### config.mk
export PLATFORM = sky130hd
export DESIGN_NAME = program_loader
export DESIGN_NICKNAME = d
export VERILOG_FILES = /design/src/rtl/program_loader.sv
export SDC_FILE = /design/constraint.sdc
export NUM_CORES = 1
export LEC_CHECK = 0
export ABC_CLOCK_PERIOD_IN_PS = 1950
export CORE_UTILIZATION = 47
export DETAILED_ROUTE_END_ITERATION = 16
export PLACE_DENSITY = 0.81
export SYNTH_ARGS = -nofsm -noshare
export SYNTH_HDL_FRONTEND = slang
export SYNTH_SLANG_ARGS = --single-unit
### constraint.sdc
create_clock -name clk -period 1.95 [get_ports clk]
set_input_delay 0.2925 -clock clk [delete_from_list [all_inputs] [get_ports clk]]
set_output_delay 0.2925 -clock clk [all_outputs]
set_load 0.02 [all_outputs]
### src/rtl/program_loader.sv
// Byte-stream program loader: packs bytes MSB-first into instruction words and
// writes them to consecutive instruction-memory addresses while stalling the core.
module program_loader #(
  parameter int INSTRUCTION_WIDTH = 40,
  parameter int PC_WIDTH          = 5
) (
  input  logic                         clk,
  input  logic                         rst_n,
  input  logic                         start,
  input  logic [PC_WIDTH-1:0]          base_addr,
  input  logic [PC_WIDTH:0]            length,
  input  logic [7:0]                   in_data,
  input  logic                         in_valid,
  output logic                         in_ready,
  output logic                         wr_en,
  output logic [PC_WIDTH-1:0]          wr_addr,
  output logic [INSTRUCTION_WIDTH-1:0] wr_data,
  output logic                         busy,
  output logic                         done
);

  localparam int NBYTES = (INSTRUCTION_WIDTH + 7) / 8;
  localparam int SW     = NBYTES * 8;
  localparam int BCW    = $clog2(NBYTES + 1);

  // Handshake: a byte transfers on a rising edge where in_valid and in_ready
  // are both high; in_ready depends only on loader state, never on in_valid.

  typedef enum logic [1:0] {
    IDLE  = 2'd0,
    RECV  = 2'd1,
    WRITE = 2'd2,
    DONE  = 2'd3
  } state_t;

  state_t          state;
  logic [BCW-1:0]  byte_cnt;
  logic [PC_WIDTH:0] word_cnt;
  logic [SW-9:0]   shreg;
  logic [SW-1:0]   sh_next;
  logic            hs;

  // Only the first NBYTES-1 bytes are stored; the last byte completes the word directly.
  assign sh_next = {shreg, in_data};
  assign hs      = in_valid & in_ready;

  always_ff @(posedge clk or negedge rst_n) begin
    if (!rst_n) begin
      state    <= IDLE;
      in_ready <= 1'b0;
      wr_en    <= 1'b0;
      busy     <= 1'b0;
      done     <= 1'b0;
      wr_addr  <= '0;
      wr_data  <= '0;
      byte_cnt <= '0;
      word_cnt <= '0;
      shreg    <= '0;
    end else begin
      case (state)
        IDLE: begin
          if (start) begin
            busy <= 1'b1;
            if (length != '0) begin
              wr_addr  <= base_addr;
              word_cnt <= length;
              byte_cnt <= '0;
              in_ready <= 1'b1;
              state    <= RECV;
            end else begin
              done  <= 1'b1;
              state <= DONE;
            end
          end
        end
        RECV: begin
          if (hs) begin
            shreg <= sh_next[SW-9:0];
            if (byte_cnt == BCW'(NBYTES - 1)) begin
              wr_data  <= sh_next[INSTRUCTION_WIDTH-1:0];
              wr_en    <= 1'b1;
              in_ready <= 1'b0;
              state    <= WRITE;
            end else begin
              byte_cnt <= byte_cnt + BCW'(1);
            end
          end
        end
        WRITE: begin
          wr_en    <= 1'b0;
          wr_addr  <= wr_addr + PC_WIDTH'(1);
          word_cnt <= word_cnt - (PC_WIDTH+1)'(1);
          byte_cnt <= '0;
          if (word_cnt == (PC_WIDTH+1)'(1)) begin
            done  <= 1'b1;
            state <= DONE;
          end else begin
            in_ready <= 1'b1;
            state    <= RECV;
          end
        end
        default: begin
          done  <= 1'b0;
          busy  <= 1'b0;
          state <= IDLE;
        end
      endcase
    end
  end

endmodule

## After elaboration in Yosys (flattened, before gate mapping)

Index checks and enable logic that the tools add are counted.

| storage, ports and cells | value |
|---|---|
| word-level logic and storage cells | 75 |
| input bits | 23 |
| register bits | 92 |
| output and inout port bits | 49 |

| cells by class | value |
|---|---|
| add/sub/neg operators | 3 |
| eq/ne operators | 12 |
| reduce and logical (&&, ||, !) cells | 15 |
| multiplexer cells | 32 |
| bitwise logic cells | 3 |

Operator list:

| cell | number |
|---|---|
| 2-bit inequality test (second input constant) | 8 |
| 3-bit two-way mux | 4 |
| 6-bit two-way mux | 2 |
| 6-bit one-hot mux with 2 select lines | 1 |
| 3-bit AND reduction | 4 |
| 1-bit two-way mux | 11 |
| 2-bit two-way mux | 5 |
| 5-bit two-way mux | 2 |
| 5-bit one-hot mux with 2 select lines | 1 |
| 3-bit one-hot mux with 3 select lines | 1 |
| 6-bit by 1-bit == test with 1-bit output (second input constant) | 1 |
| 1-bit one-hot mux with 3 select lines | 2 |
| 2-bit one-hot mux with 3 select lines | 1 |
| 6-bit AND reduction | 1 |
| 6-bit nonzero test | 1 |
| 6-bit by 1-bit subtractor with 6-bit output (second input constant) | 1 |
| 5-bit by 1-bit adder with 5-bit output (second input constant) | 1 |
| 5-bit AND reduction | 1 |
| 1-bit one-hot mux with 2 select lines | 2 |
| 2-bit AND reduction | 2 |
| 4-bit AND reduction | 1 |
| 2-bit nonzero test | 2 |
| 3-bit by 1-bit adder with 3-bit output (second input constant) | 1 |
| 3-bit == test (second input constant) | 1 |
| 7 further kinds | 8 |

## Depth between registers and ports, before layout

| logic depth | value |
|---|---|
| depth in word-level cells | 4 |
| depth in mapped cells | 8 |
| gate-level depth less buffers | 6 |

## Worst setup path after synthesis

No wires, ideal clock.

| timing | value |
|---|---|
| kind | flip-flop to flip-flop |
| from | reg state[0] |
| to | reg word_cnt[5] |
| stages on the path, launching flop included | 9 |
| required time | 1.826 ns |
| period minus slack after synthesis | 1.849 ns |
| arrival time | 1.725 ns |
| buffers on the path | 2 |
| slack | 0.101 ns |
| setup time | 0.124 ns |
| path through | dfrtp_1 -> inv_1 -> ha_1 -> buf_2 -> or3b_1 -> o21ai_1 -> buf_4 -> a21oi_1 -> a211o_1 |

| between the ends | value |
|---|---|
| word-level cells in the longest chain between the ends | 3 |
| elaborated cells on any way between the ends | 7 |
| those cells by class | 3 x eq/ne; 1 x mux; 3 x reduce/logical |

Ends and longest elaborated chain:

| item | RTL line | RTL |
|---|---|---|
| start, declared | 36 | `state_t state;` |
| start signal, assigned | 49 | `state <= IDLE;` |
| start signal, assigned | 69 | `state <= RECV;` |
| start signal, assigned | 72 | `state <= DONE;` |
| 2-bit == test or 2-bit logical NOT (tied branches) | 60 | `case (state)` |
| 2-bit nonzero test (no source line) or 2-bit inequality test (tied branches) | -- |  |
| 3-bit AND reduction (no source line) | -- |  |
| end signal, assigned | 66 | `word_cnt <= length;` |
| end signal, assigned | 92 | `word_cnt <= word_cnt - (PC_WIDTH+1)'(1);` |
| end, declared | 38 | `logic [PC_WIDTH:0] word_cnt;` |

Parallel ways exist; a longest one is shown, timed or not.
A chain may end at the register's enable or synchronous reset.

## Worst setup path in the final report

| timing | value |
|---|---|
| from | reg state[1] |
| to | reg word_cnt[3] |

Same word-level chain as after synthesis.

==> results.json <==
{
  "final_cell_mix": "92 x dfrtp_1, 74 x mux2_2, 70 x clkdlybuf4s50_1, 25 x buf_4, 20 x nand2_1",
  "antenna_left": 0,
  "first_pass_iters": 4,
  "cp_max_fo": 13,
  "wirelength_um": 7510,
  "maxSlewViolCount": 0,
  "portBuffers": 71,
  "layout-drive-gt1-share_pct": 31.3,
  "dp_cells": 490,
  "fin_cells": 508,
  "synthFlopType": "dfrtp_1",
  "power_density_nw_per_um2": 1450,
  "final_common_cell": "dfrtp_1",
  "finalHoldWorstSlack_ps": 437,
  "cap_violations": 0,
  "syn_area_per_cell_sq_um": 13.1,
  "end_kind": "register",
  "drt-wirelength-per-cell_um": 14.8,
  "numCtsBuffers": 9,
  "max_slew_margin_pct": 68.9,
  "synth_edf_count": 0,
  "vdd_drop_max_uv": 883,
  "p_total_mw": 7.56,
  "clock_sinks": 92,
  "clk_path_buf_depth": 2,
  "dp_hpwl_um": 5230,
  "ys_ff_latch": 92,
  "cts_tree": "built",
  "area_growth_pct": 32.3,
  "n_antenna_cell": 0,
  "hold_path.class": "input port to async pin",
  "place.gp.congestion": 0.803,
  "synth_top_area_share_pct": 58.3,
  "synth_cell_types": 38,
  "grt_setup_unrepaired": "no",
  "async_flop_share_pct": 100,
  "drt_iter0_drc": 75,
  "synth_area_sq_um": 3950,
  "grt_max_degree": 41,
  "setup_viol": 0,
  "viasPerCell": 5.22,
  "drc": 0,
  "worst_slew_pin_slew_ps": 466,
  "grt_use_total_pct": 18.5,
  "design.die.area_sq_um": 8770,
  "start_util_pct": 48.3,
  "antenna_found_initial": 0,
  "crit_family": "compound AO/OA/AOI/OAI gates",
  "p_leak_nw": 2.41,
  "critPathBufInv": 2,
  "ioPinCount": 72,
  "tns_ps": 0,
  "seq_area_frac_synth_pct": 58.3,
  "ys_warn_count": 0,
  "period_share_pct": 93.2,
  "die_w_um": 93.6,
  "grt_overflow": 0,
  "ys_top_cells_by_area": "dfrtp_1 58%, mux2_2 21%, ha_1 2.9%",
  "path_cells": "inv_1 > ha_4 > or3b_1 > o21ai_2 > buf_6 > a21oi_1 > a211o_1",
  "fin_skew_ps": 8.15,
  "start_kind": "register",
  "rows": 33,
  "final_util_pct": 63.9,
  "htreeDepth": 3,
  "synth_area_leader_cell": "dfrtp_1",
  "die_h_um": 93.6,
  "grt_first_pass_wirelength_um": 12700,
  "min_period_ps": 1820,
  "status": "finished clean",
  "cts_root_buf": "clkbuf_8",
  "vias": 2650,
  "crit_type": "register to register",
  "critPathMaxStageDelay_ps": 410,
  "fin_nets": 430,
  "cp.required_ps": 2190,
  "syn_nets": 334,
  "cp.arrival_ps": 2060,
  "slowest_stage": "or3b_1",
  "clock_latency_ps": 350,
  "max_freq_ghz": 0.550,
  "cts.clk_slew.worst_paths_ps": 90,
  "postSynthCellCount": 302,
  "first_global_vias": 2771,
  "hold_viol_final": 0,
  "coreArea_sq_um": 8180
}
## metal layers
layer / track usage [%] / vias up / share of wire, %
li1: - / 1257 / -
met1: 22.9 / 1321 / 45
met2: 31.2 / 62 / 49
met3: 4.55 / 10 / 4.9
met4: 7.05 / 0 / 1.5
met5: 0 / - / 0
## power breakdown
group,leakage (nW),switching (mW),total [mW],internal (mW)
combinational,1.10,1.36,3.00,1.64
clock,0.113,0.679,1.45,0.769
sequential,1.19,0.488,3.11,2.62
total,2.41,2.53,7.56,5.03
## cells in the mapped netlist (2+ instances only)
library cell,number
nand3_1,10
or3_1,2
nand4_1,2
inv_1,9
mux2_2,74
o21ai_0,7
o22a_1,3
mux2i_1,3
nand3b_1,3
dfrtp_1,92
nor2_1,14
a211o_1,4
a21oi_1,6
nor2b_1,4
a31oi_1,4
clkbuf_1,2
ha_1,9
nand2_1,20
nor3_1,3
o31ai_1,2
a22o_1,2
nor4_1,2
buf_2,10
## registers in the layout, indices dropped and copies added, names as in the netlist
register,cells
busy,1
in_ready,1
state,2
wr_addr,5
shreg,32
word_cnt,6
wr_data,40
wr_en,1
done,1
byte_cnt,3
## worst paths after layout
kind / from / to / slack, ps / cells after the start
min: rst_n / wr_en / 440 / 2
max: state[1] / word_cnt[3] / 130 / 7
max reg2reg: state[1] / word_cnt[3] / 130 / 7
min in group clk: busy / busy / 500 / 1
min reg2reg: busy / busy / 500 / 1
max in group asynchronous: rst_n / shreg[5] / 960 / 3
## cell families (layout without fill, tap and decap cells)
| group | after synthesis | after routing | share of synthesized area (%) |
|---|---|---|---|
| flip-flops | 92 | 92 | 58.3 |
| multiplexers | 77 | 77 | 21.9 |
| AND/OR/NAND/NOR | 65 | 65 | 8.08 |
| AO/OA/AOI/OAI | 36 | 36 | 6.28 |
| buffers and inverters | 23 | 124 | 2.60 |
| adder cells (fa/ha/maj) | 9 | 9 | 2.85 |
## layout make-up
class / instances / area, sq um
Clock buffer: 10 / 138
Clock inverter: 6 / 93.8
Fill cell: 639 / 2950
Inverter: 9 / 33.8
Multi-Input combinational cell: 187 / 1570
Sequential cell: 92 / 2300
Tap cell: 105 / 131
Timing Repair Buffer: 99 / 950
## repair_timing
action | CTS | global route
endpoints found under the setup margin | 0 | 10
endpoints found under the hold margin | 32 | 0
resized for setup | 0 | 6
hold buffers | 1 | 0
buffers inserted | 0 | 1
## metrics by stage
step | worst slack (ps) | cell area, sq um
after floorplan | 101 | 3950
after global placement | -72.0 | 4950
after detailed placement | -109 | 4950
after CTS | 0.133 | 5190
after global routing | 22.5 | 5220
final | 133 | 5220
No activity file was read; power rests on OpenSTA's default activity.
